### config.mk
export PLATFORM = sky130hd
export DESIGN_NAME = codegen_sched
export DESIGN_NICKNAME = d
export VERILOG_FILES = /design/src/rtl/codegen_sched.sv
export SDC_FILE = /design/constraint.sdc
export NUM_CORES = 1
export LEC_CHECK = 0
export BUFFER_PORTS_ARGS = -buffer_cell sky130_fd_sc_hd__buf_2
export CAP_MARGIN = 15
export CELL_PAD_IN_SITES_DETAIL_PLACEMENT = 1
export CELL_PAD_IN_SITES_GLOBAL_PLACEMENT = 2
export CORE_ASPECT_RATIO = 0.9
export CORE_MARGIN = 2
export CORE_UTILIZATION = 25
export CTS_CLUSTER_SIZE = 25
export DETAILED_ROUTE_END_ITERATION = 10
export PLACE_DENSITY = 0.84
export SYNTH_ARGS = -nofsm -noshare
export SYNTH_HDL_FRONTEND = slang
export SYNTH_SLANG_ARGS = --single-unit
export TNS_END_PERCENT = 1
### constraint.sdc
create_clock -name clk -period 2.9 [get_ports clk]
set_input_delay 0.29 -clock clk [delete_from_list [all_inputs] [get_ports clk]]
set_output_delay 0.29 -clock clk [all_outputs]
set_load 0.005 [all_outputs]
### src/rtl/codegen_sched.sv
// Round-robin scheduler sharing one codegen between NUM_REQ burst requesters.
// Grants one requester at a time, sequences the codegen and streams its codes to a valid/ready sink.
module codegen_sched #(
  parameter int DATA_WIDTH = 8,
  parameter int NUM_REQ    = 4,
  parameter int LEN_WIDTH  = 8,
  parameter int ID_WIDTH   = 2
) (
  input  logic                            clk,
  input  logic                            rst_l,
  input  logic [NUM_REQ-1:0]              req,
  input  logic [NUM_REQ*DATA_WIDTH-1:0]   req_limit,
  input  logic [NUM_REQ*LEN_WIDTH-1:0]    req_len,
  output logic [NUM_REQ-1:0]              gnt,
  output logic [NUM_REQ-1:0]              done,
  output logic                            busy,
  output logic                            cg_enable,
  output logic                            cg_start,
  output logic [DATA_WIDTH-1:0]           cg_limit,
  input  logic [DATA_WIDTH-1:0]           cg_data,
  output logic                            out_valid,
  input  logic                            out_ready,
  output logic [DATA_WIDTH-1:0]           out_data,
  output logic [ID_WIDTH-1:0]             out_id,
  output logic                            out_last
);

  localparam int PTR_W = (NUM_REQ > 1) ? $clog2(NUM_REQ) : 1;

  typedef enum logic [1:0] {
    IDLE = 2'd0,
    RUN  = 2'd1,
    DONE = 2'd2
  } state_t;

  state_t                 state_q, state_d;
  logic [PTR_W-1:0]       ptr_q;
  logic [PTR_W-1:0]       scan_idx;
  logic [PTR_W-1:0]       sel_id;
  logic                   sel_found;
  logic [LEN_WIDTH-1:0]   sel_len;
  logic [DATA_WIDTH-1:0]  sel_limit;
  logic [NUM_REQ-1:0]     gnt_q;
  logic [ID_WIDTH-1:0]    id_q;
  logic [DATA_WIDTH-1:0]  limit_q;
  logic [LEN_WIDTH-1:0]   len_q;
  logic [LEN_WIDTH-1:0]   cnt_q;
  logic                   run;
  logic                   accept;

  // Search starts one past the last granted requester, so every requester waits at most one lap.
  always_comb begin
    scan_idx  = '0;
    sel_id    = '0;
    sel_found = 1'b0;
    for (int k = 1; k <= NUM_REQ; k++) begin
      scan_idx = PTR_W'((int'(ptr_q) + k) % NUM_REQ);
      if (!sel_found && req[scan_idx]) begin
        sel_found = 1'b1;
        sel_id    = scan_idx;
      end
    end
    sel_len   = req_len[sel_id*LEN_WIDTH +: LEN_WIDTH];
    sel_limit = req_limit[sel_id*DATA_WIDTH +: DATA_WIDTH];
  end

  // Sink handshake: a beat transfers on a rising edge where out_valid and out_ready are both high;
  // out_valid never drops while a beat is pending, and out_data/out_id/out_last hold until it transfers.
  assign run       = (state_q == RUN);
  assign accept    = run && out_ready;
  assign busy      = (state_q != IDLE);
  assign cg_enable = run;
  assign cg_start  = accept;
  assign out_valid = run;
  assign out_data  = cg_data;
  assign out_last  = run && (cnt_q == (len_q - LEN_WIDTH'(1)));
  assign out_id    = id_q;
  assign cg_limit  = limit_q;
  assign gnt       = gnt_q;
  assign done      = (state_q == DONE) ? gnt_q : '0;

  always_comb begin
    state_d = state_q;
    case (state_q)
      IDLE: begin
        if (sel_found) state_d = (sel_len == '0) ? DONE : RUN;
      end
      RUN: begin
        if (accept && out_last) state_d = DONE;
      end
      DONE:    state_d = IDLE;
      default: state_d = IDLE;
    endcase
  end

  always_ff @(posedge clk or negedge rst_l) begin
    if (!rst_l) begin
      state_q <= IDLE;
      ptr_q   <= PTR_W'(NUM_REQ - 1);
      gnt_q   <= '0;
      id_q    <= '0;
      limit_q <= '0;
      len_q   <= '0;
      cnt_q   <= '0;
    end else begin
      state_q <= state_d;
      case (state_q)
        IDLE: begin
          if (sel_found) begin
            gnt_q   <= NUM_REQ'(1) << sel_id;
            id_q    <= ID_WIDTH'(sel_id);
            limit_q <= sel_limit;
            len_q   <= sel_len;
          end
        end
        RUN: begin
          if (accept) cnt_q <= cnt_q + 1'b1;
        end
        DONE: begin
          gnt_q <= '0;
          ptr_q <= PTR_W'(id_q);
          cnt_q <= '0;
        end
        default: begin
          gnt_q <= '0;
          cnt_q <= '0;
        end
      endcase
    end
  end

endmodule

# Word level (Yosys, flattened, before mapping)
# Index checks and enable logic that the tools add are counted.
op_classes:
  n_eq_ne: 6
  muxes: 25
  bitwise_logic: 2
  reduce_logical: 16
  add_sub_neg: 6
  shifts: 3
  magnitude_cmp: 4
op_table:
  columns: ["cell", "count"]
  rows:
  - ["32-bit by 6-bit indexed part select with 8-bit output", 2]
  - ["8-bit case mux with 2 select lines", 1]
  - ["2-bit two-way mux", 7]
  - ["2-bit by 3-bit < comparator with 1-bit output (second input constant)", 4]
  - ["8-bit by 1-bit adder with 8-bit output (second input constant)", 1]
  - ["1-bit binary-select mux with 2-bit select", 4]
  - ["8-bit == test", 1]
  - ["8-bit logical NOT", 1]
  - ["1-bit two-way mux", 8]
  - ["4-bit two-way mux", 2]
  - ["8-bit two-way mux", 1]
  - ["4-bit case mux with 2 select lines", 1]
  - ["2-bit AND reduction", 4]
  - ["8-bit by 1-bit subtractor with 8-bit output (second input constant)", 1]
  - ["1-bit logical AND", 6]
  - ["2-bit by 1-bit adder with 2-bit output (second input constant)", 2]
  - ["2-bit adder (second input constant)", 2]
  - ["2-bit by 1-bit != test with 1-bit output (second input constant)", 2]
  - ["2-bit case mux with 2 select lines", 1]
  - ["1-bit by 2-bit << shifter with 4-bit output (first input constant)", 1]
  - ["1-bit logical NOT", 3]
  - ["2-bit by 1-bit == test with 1-bit output (second input constant)", 1]
  - ["2-bit == test (second input constant)", 1]
  - ["2-bit logical NOT", 1]
  - ["3 further kinds", 4]
totals:
  output_inout_bits: 31
  ff_bits: 34
  wordCells: 69
  input_bits: 79

# Longest topological paths before layout
# Gate-level depths: netlist (run 1).
depth:
  depth_word: 18
  mapped_depth: 10
  depth_no_buf: 8

# Least setup slack after synthesis (run 1)
# No wires, ideal clock.
synth_path:
  path_kind: "register -> register"
  start: "register ptr_q[1]"
  end: "register state_q[0]"
  setup_time_ns: 0.135
  path_stages_with_launch: 11
  required_ns: 2.765
  n_path_buf: 3
  period_less_slack_ns: 2.453
  path_slack_ns: 0.447
  t_arrival_ns: 2.318
  cell_sequence: "dfstp_2 buf_2 mux2i_1 o22ai_2 or2_1 buf_2 buf_6 a211oi_1 o22ai_1 nor4_1 o22ai_1"
synth_between:
  elab_chain_len: 18
  elab_cells_between_ends: 33
  cone_classes: "add/sub: 4; eq/ne: 1; shift: 1; mux: 19; reduce/logical: 8"
synth_lines:
  columns: ["item", "line_no", "rtl"]
  rows:
  - ["from (decl)", "37", "logic [PTR_W-1:0] ptr_q;"]
  - ["from (signal assigned)", "99", "ptr_q <= PTR_W'(NUM_REQ - 1);"]
  - ["from (signal assigned)", "121", "ptr_q <= PTR_W'(id_q);"]
  - ["2-bit by 1-bit adder with 2-bit output", "57", "scan_idx = PTR_W'((int'(ptr_q) + k) % NUM_REQ);"]
  - ["1-bit binary-select mux with 2-bit select", "58", "if (!sel_found && req[scan_idx]) begin"]
  - ["1-bit two-way mux (implied by the code)", "58", null]
  - ["1-bit two-way mux", "58", null]
  - ["1-bit logical NOT", "58", null]
  - ["1-bit logical AND", "58", null]
  - ["1-bit two-way mux", "58", null]
  - ["1-bit logical NOT", "58", null]
  - ["1-bit logical AND", "58", null]
  - ["1-bit two-way mux", "58", null]
  - ["1-bit logical NOT", "58", null]
  - ["1-bit logical AND", "58", null]
  - ["2-bit two-way mux", "58", null]
  - ["32-bit by 6-bit indexed part select with 8-bit output", "63", "sel_len = req_len[sel_id*LEN_WIDTH +: LEN_WIDTH];"]
  - ["8-bit logical NOT", "86", "if (sel_found) state_d = (sel_len == '0) ? DONE : RUN;"]
  - ["2-bit two-way mux (2 in series)", "86", null]
  - ["2-bit case mux with 2 select lines", "84", "case (state_q)"]
  - ["to (signal assigned)", "106", "state_q <= state_d;"]
  - ["to (decl)", "36", "state_t state_q, state_d;"]
# Parallel ways exist; a longest one is shown, timed or not. The select of a mux whose other input is x is not followed.
# A chain may end at the register's enable or synchronous reset.

# Worst setup path after layout (run 1)
layout_path:
  start: "register len_q[1]"
  end: "output out_last"
layout_between:
  elab_chain_len: 3
layout_lines:
  columns: ["item", "line_no", "rtl"]
  rows:
  - ["from (decl)", "46", "logic [LEN_WIDTH-1:0] len_q;"]
  - ["from (signal assigned)", "113", "len_q <= sel_len;"]
  - ["8-bit by 1-bit subtractor with 8-bit output", "76", "assign out_last = run && (cnt_q == (len_q - LEN_WIDTH'(1)));"]
  - ["8-bit == test", "76", null]
  - ["1-bit logical AND", "76", null]
  - ["to (decl)", "25", "output logic out_last"]
# No other way between the ends.

==> impl_metrics.py, run 1 <==
metrics = {
    "status": {
        "status": "finished, final reports clean",
    },
    "place": {
        "gp_congestion": 0.759,
        "place_area_sq_um": 2870,
        "hpwl_um": 5570,
        "portBuffers": 93,
    },
    "setup_path": {
        "required_ns": 2.61,
        "r2r_setup_slack_ns": 0.23,
        "ff2ff_path_depth": 7,
        "path_delay_family": "simple AND/OR/NAND/NOR gates",
        "cp_max_fo": 4,
        "critPathKind": "reg -> out",
        "max_stage_delay_ns": 0.53,
        "cp-end-kind": "primary output",
        "r2r_start": "ptr_q[1]",
        "cp-start-kind": "register",
        "critPathSlowestCell": "or4_4",
        "arrival_ns": 2.50,
        "r2r-end": "state_q[0]",
        "crit_chain": "or4_4 -> or4b_4 -> nand3_2 -> o211ai_2 -> a2111oi_4 -> buf_2",
        "critPathBufInv": 1,
    },
    "sta": {
        "skew_ns": 0.00489,
        "slew_viol_final": 0,
        "whs_ns": 0.0937,
        "tightest_slew_ns": 0.961,
        "period_minus_slack_ns": 2.79,
        "min_period_over_period": 0.962,
        "max_slew_margin": 0.357,
        "tns_ns": 0,
        "fmaxAchievable_ghz": 0.359,
        "hold_viol_final": 0,
        "setup_viol": 0,
    },
    "die": {
        "die-width_um": 106,
        "row_count": 33,
        "die_h_um": 95.8,
        "core_sq_um": 9130,
        "num_io_pins": 110,
        "initial_core_util": 0.257,
        "fp.dieArea_sq_um": 10200,
    },
    "routing": {
        "dr.max_layer_used": "met4",
        "wl_um": 7230,
        "dr.first_iter.drc_count": 50,
        "vias": 2339,
        "met1_length_um": 3210,
        "post_drt_wl_per_cell_um": 14.7,
        "postRouteAntennaNets": 0,
        "drtPass1Iterations": 4,
        "route.met3.wl_um": 424,
        "dr_wl_met2_um": 3520,
        "drc_errors": 0,
        "viasPerCell": 4.76,
    },
    "power_and_ir_drop": {
        "p_switching_w": 0.00127,
        "irDropWorstVdd_mv": 0.278,
        "leakage_nw": 1.41,
        "p_int_w": 0.00152,
        "power_density_nw_per_um2": 929,
        "p_comb_frac": 0.541,
        "p_clk_frac": 0.131,
        "p_seq_frac": 0.328,
        "p_sw_frac": 0.455,
    },
    "global_route": {
        "grt_max_degree": 35,
        "grtUsageTotal": 0.147,
        "grt_pass1_wl_um": 11800,
        "grt_overflow_total": 0,
        "grt_antenna_before_repair": 0,
        "first_global_vias": 2441,
    },
    "synth": {
        "ys_types": 43,
        "syn_inst": 285,
        "yosysSeqAreaShare": 0.365,
        "synth_top_area_frac": 0.342,
        "synth_edf_count": 0,
        "synth_ff_type": "dfrtp_1",
        "postSynthAreaPerCell_sq_um": 8.21,
        "netlist_area_sq_um": 2340,
        "yosys.area.top_type": "dfrtp_1",
        "syn-num-nets": 366,
        "synth_area_leaders": "dfrtp_1 (34%), nand2_1 (10%), nand3_1 (5.8%), a211oi_1 (5.5%), nor3b_1 (5.1%)",
        "synthTopCellsByCount": "nand2_1 (63), dfrtp_1 (32), nand3_1 (27)",
        "yosysMostFrequentCell": "nand2_1",
        "synth_seq_cells": 34,
        "synth_warnings": 0,
        "ys_async_sr_fraction": 1.00,
    },
    "finish": {
        "design_area_sq_um": 3010,
        "diodes": 0,
        "final_nets": 449,
        "drive_above_1_share": 0.341,
        "syn2layout_area_growth_pct": 28.4,
    },
    "min_path": {
        "hold_class": "in -> async",
    },
    "clock_tree": {
        "cts_tree": "built",
        "insertion_delay_ns": 0.28,
        "cts_root_buf": "clkbuf_8",
        "cts_buffer_depth": 2,
        "clock-sinks": 34,
        "path_clk_slew_ns": 0.07,
        "numCtsBuffers": 5,
        "htreeDepth": 2,
    },
    "job": {
        "cap_violations": 0,
    },
}
==> metrics by stage <==
step	utilization	setup WS (ns)	power [W]	instances
6_report	0.329	0.111	0.00279	491
4_1_cts	0.325	0.0495	0.00281	487
3_5_place_dp	0.315	0.247	0.00243	479
3_3_place_gp	0.315	0.384	0.00237	479
2_1_floorplan	-	0.447	0.00193	285
5_1_grt	0.329	-0.000574	0.00308	491
==> sequential cells by signal, indices dropped and copies added, names as in the netlist <==
register and cells:
out_id 2, state_q 2, gnt 4, cnt_q 8, len_q 8, cg_limit 8, ptr_q 2
==> power by group through the flow <==
stage | registers (W) | logic [W] | clock network [W]
floorplan | 0.000843 | 0.00109 | 0
global placement | 0.000915 | 0.00146 | 0
detailed placement | 0.000933 | 0.00149 | 0
CTS | 0.000929 | 0.00150 | 0.000383
global route | 0.000952 | 0.00172 | 0.000408
finish | 0.000916 | 0.00151 | 0.000365
==> routing by layer <==
metal / up-vias / global-route usage
li1: 1154 / -
met2: 69 / 0.262
met1: 1110 / 0.178
met3: 6 / 0.0372
met4: 0 / 0.0384
met5: - / 0
==> logic make-up (layout without fill, tap and decap cells) <==
| logic type | Yosys count | after routing | synth area share |
|---|---|---|---|
| flip-flops | 34 | 34 | 0.365 |
| AND/OR/NAND/NOR | 146 | 146 | 0.304 |
| XOR/XNOR | 18 | 18 | 0.0673 |
| AO/OA/AOI/OAI | 50 | 50 | 0.169 |
| multiplexers | 3 | 3 | 0.0134 |
| buffers and inverters | 32 | 116 | 0.0705 |
| adder cells (fa/ha/maj) | 2 | 2 | 0.0107 |
==> worst max path at each step <==
stage               slack, ns     start    endpoint  cells past startpoint
floorplan                0.45  ptr_q[1]  state_q[0]                     10
global placement         0.38  ptr_q[1]  state_q[0]                      7
detailed placement       0.25  ptr_q[1]  state_q[0]                      7
CTS                      0.05  len_q[0]    out_last                      6
global route          -0.0006  len_q[1]    out_last                      6
finish                   0.11  len_q[1]    out_last                      6
==> what timing repair did <==
| action | 4_1_cts | 5_1_grt |
|---|---|---|
| setup endpoints to repair | 0 | 1 |
| resized for setup | 0 | 3 |
| setup buffers | 0 | 4 |
| hold buffers | 0 | 0 |
==> placed cells by master, fill, tap and decap left out, types with 3 or more instances in the layout <==
cell,synthesis,final
nand2_1,63,63
nor3b_1,16,16
a211oi_1,17,16
a32o_1,4,4
buf_2,3,93
and2_1,7,7
xor2_1,7,7
o22ai_1,5,5
xnor2_1,11,11
nor3_1,3,3
buf_4,9,10
nand3_1,27,26
inv_1,5,5
nor2_1,15,15
o31ai_1,8,8
o21ai_0,6,6
clkbuf_8,0,6
dfrtp_1,32,31
==> final cells by class <==
cell class                 instances  area, sq um
clock buffer                       6         82.6
timing repair buffer             103          541
inverter                           5         18.8
clock inverter                     2         12.5
sequential                        34          855
fill                            1144         6120
tap                              122          153
multi-input combinational        219         1340
==> worst reg2reg max path, stage by stage (launching register included) <==
cell      delay [ns]
dfstp_2         0.61
mux2i_1         0.26
o22ai_2         0.11
or2_1           0.42
a211oi_1        0.45
o22ai_1         0.12
nor4_1          0.43
o22ai_1         0.15
No activity file was read; power rests on OpenSTA's default activity.
==> run 2: changes to the inputs <==
ABC_AREA = 1   (was unset)
CORE_MARGIN = 1.5   (was 2)
GPL_TIMING_DRIVEN = 0   (was unset)
PLACE_DENSITY = 0.86   (was 0.84)
==> impl_metrics.py, run 2 <==
metrics = {
    "status": {
        "status": "finished, final reports clean",
    },
    "sta": {
        "max_slew_margin": 0.469,
        "min_period_over_period": 0.907,
        "fin_ws_ns": 0.271,
        "setup_viol": 0,
        "skew_ns": 0.00516,
        "tns_ns": 0,
        "fmaxAchievable_ghz": 0.380,
        "slew_viol_final": 0,
        "tightest_slew_ns": 0.797,
        "hold_viol_final": 0,
        "period_minus_slack_ns": 2.63,
    },
    "finish": {
        "fin_cells": 610,
        "syn2layout_area_growth_pct": 34.3,
        "regArea_sq_um": 853,
        "fillers": 1311,
        "diodes": 0,
        "drive_above_1_share": 0.337,
        "layout_commonest_cell": "nand2_1",
        "multiInputGateArea_sq_um": 1480,
        "final_nets": 561,
        "design_area_sq_um": 3490,
        "final_cell_mix": "nand2_1 (120), buf_2 (104), inv_1 (32), dfrtp_1 (32), nor2_1 (26)",
    },
    "clock_tree": {
        "htreeDepth": 2,
        "cts_tree": "built",
        "cts_root_buf": "clkbuf_16",
        "cts_buffer_depth": 2,
        "path_clk_slew_ns": 0.06,
        "hold_buffers": 0,
        "clock-sinks": 34,
        "insertion_delay_ns": 0.28,
        "numCtsBuffers": 5,
    },
    "routing": {
        "drtPass1Iterations": 4,
        "vias": 2827,
        "postRouteAntennaNets": 0,
        "dr.first_iter.drc_count": 72,
        "post_drt_wl_per_cell_um": 13.7,
        "viasPerCell": 4.63,
        "drc_errors": 0,
        "wl_um": 8380,
    },
    "power_and_ir_drop": {
        "irDropWorstVdd_mv": 0.418,
        "power_density_nw_per_um2": 1320,
        "leakage_nw": 1.80,
    },
    "global_route": {
        "grt_max_degree": 35,
        "grt_overflow_total": 0,
        "grt_antenna_before_repair": 0,
        "grtUsageTotal": 0.158,
        "grt_pass1_wl_um": 14500,
        "first_global_vias": 3017,
    },
    "place": {
        "gp_congestion": 0.813,
        "portBuffers": 101,
        "place_area_sq_um": 3270,
        "preCtsSetupSlack_ns": 0.247,
        "hpwl_um": 6610,
        "dp.cells": 603,
    },
    "synth": {
        "synth_area_leaders": "dfrtp_1 (31%), nand2_1 (17%), inv_1 (4.6%), nand3_1 (4.4%), nand4_1 (4.3%)",
        "syn_inst": 373,
        "syn-num-nets": 454,
        "synth_ff_type": "dfrtp_1",
        "yosys.area.top_type": "dfrtp_1",
        "yosysMostFrequentCell": "nand2_1",
        "synth_edf_count": 0,
        "synth_warnings": 0,
        "yosysSeqAreaShare": 0.328,
        "postSynthAreaPerCell_sq_um": 6.97,
        "synth_seq_cells": 34,
        "synthTopCellsByCount": "nand2_1 (121), dfrtp_1 (32), inv_1 (32)",
        "synth_top_area_frac": 0.308,
        "netlist_area_sq_um": 2600,
        "ys_async_sr_fraction": 1.00,
        "ys_types": 33,
    },
    "setup_path": {
        "arrival_ns": 2.85,
        "r2r_setup_slack_ns": 0.27,
        "cp-startpoint": "ptr_q[0]",
        "r2r-end": "cg_limit[2]",
        "cp-end-kind": "register",
        "ff2ff_path_depth": 20,
        "cp-start-kind": "register",
        "crit_path_end": "cg_limit[2]",
        "critPathKind": "reg -> reg",
        "required_ns": 3.12,
        "cp_max_fo": 10,
        "r2r_start": "ptr_q[0]",
    },
    "job": {
        "cap_violations": 0,
    },
    "min_path": {
        "hold_class": "in -> async",
    },
    "die": {
        "num_io_pins": 110,
        "die-width_um": 110,
        "row_count": 35,
        "fp.dieArea_sq_um": 11000,
        "initial_core_util": 0.256,
        "die_h_um": 99.7,
        "core_sq_um": 10200,
    },
}
## run 2: layout make-up
cell class / instances / share of cell area
multi-input cells: 281 / 0.425
clock inverters: 3 / 0.0197
well taps: 129 / 0.0463
plain buffers: 21 / 0.0441
inverters: 36 / 0.0394
repair buffers: 101 / 0.145
flip-flops and latches: 34 / 0.245
clock buffers: 5 / 0.0359
## run 2: routing by layer
metal	global-route usage	vias to the layer above	wire length, um
li1	-	1420	-
met1	0.197	1322	3850
met2	0.280	77	4040
met3	0.0347	8	409
met4	0.0345	0	85
met5	0	-	0
## run 2: power by group
| group | switching (W) | leakage [nW] | internal, W |
|---|---|---|---|
| registers | 0.000133 | 0.427 | 0.000680 |
| clock network | 0.000210 | 0.0940 | 0.000494 |
| logic | 0.00199 | 1.28 | 0.00109 |
| total | 0.00233 | 1.80 | 0.00226 |
## run 2: worst min path at each step
stage	slack [ns]	endpoint	from
after detailed placement	0.44	cnt_q[6]	rst_l
after global routing	0.15	cg_limit[2]	rst_l
after global placement	0.43	cnt_q[7]	rst_l
final	0.1	cg_limit[2]	rst_l
after floorplan	-0.006	cg_limit[0]	rst_l
after CTS	0.13	cg_limit[2]	rst_l
## run 2: critical path: stages (launching register included)
cell and delay (ns):
dfstp_2 0.52, buf_6 0.13, inv_4 0.04, buf_8 0.14
nand2_2 0.09, nand2_2 0.06, nand2_1 0.06, nand2_1 0.09
nand2_1 0.08, nand2_1 0.08, nor2_2 0.13, nand2_4 0.07
nand2_2 0.10, buf_6 0.16, buf_6 0.15, inv_1 0.10
nor2_4 0.24, nand2_1 0.10, nand4_1 0.09, nand2_1 0.06
nand2_1 0.06
## run 2: timing repair
| item | 4_1_cts | 5_1_grt |
|---|---|---|
| setup endpoints to repair | 0 | 2 |
| setup buffers | 0 | 0 |
| endpoints found under the hold margin | 0 | 0 |
| resized for setup | 0 | 9 |
## run 2: through the flow
stage | hold WS, ns | power (W) | util
2_1_floorplan | -0.00559 | 0.00299 | -
3_3_place_gp | 0.432 | 0.00377 | 0.321
3_5_place_dp | 0.438 | 0.00384 | 0.321
4_1_cts | 0.133 | 0.00458 | 0.341
5_1_grt | 0.155 | 0.00509 | 0.343
6_report | 0.0975 | 0.00459 | 0.343
## run 2: logic make-up after synthesis
| group | Yosys count | synth area share |
|---|---|---|
| flip-flops | 34 | 0.328 |
| adder cells (fa/ha/maj) | 2 | 0.00963 |
| XOR/XNOR | 12 | 0.0404 |
| AO/OA/AOI/OAI | 43 | 0.0982 |
| AND/OR/NAND/NOR | 224 | 0.409 |
| buffers and inverters | 58 | 0.114 |
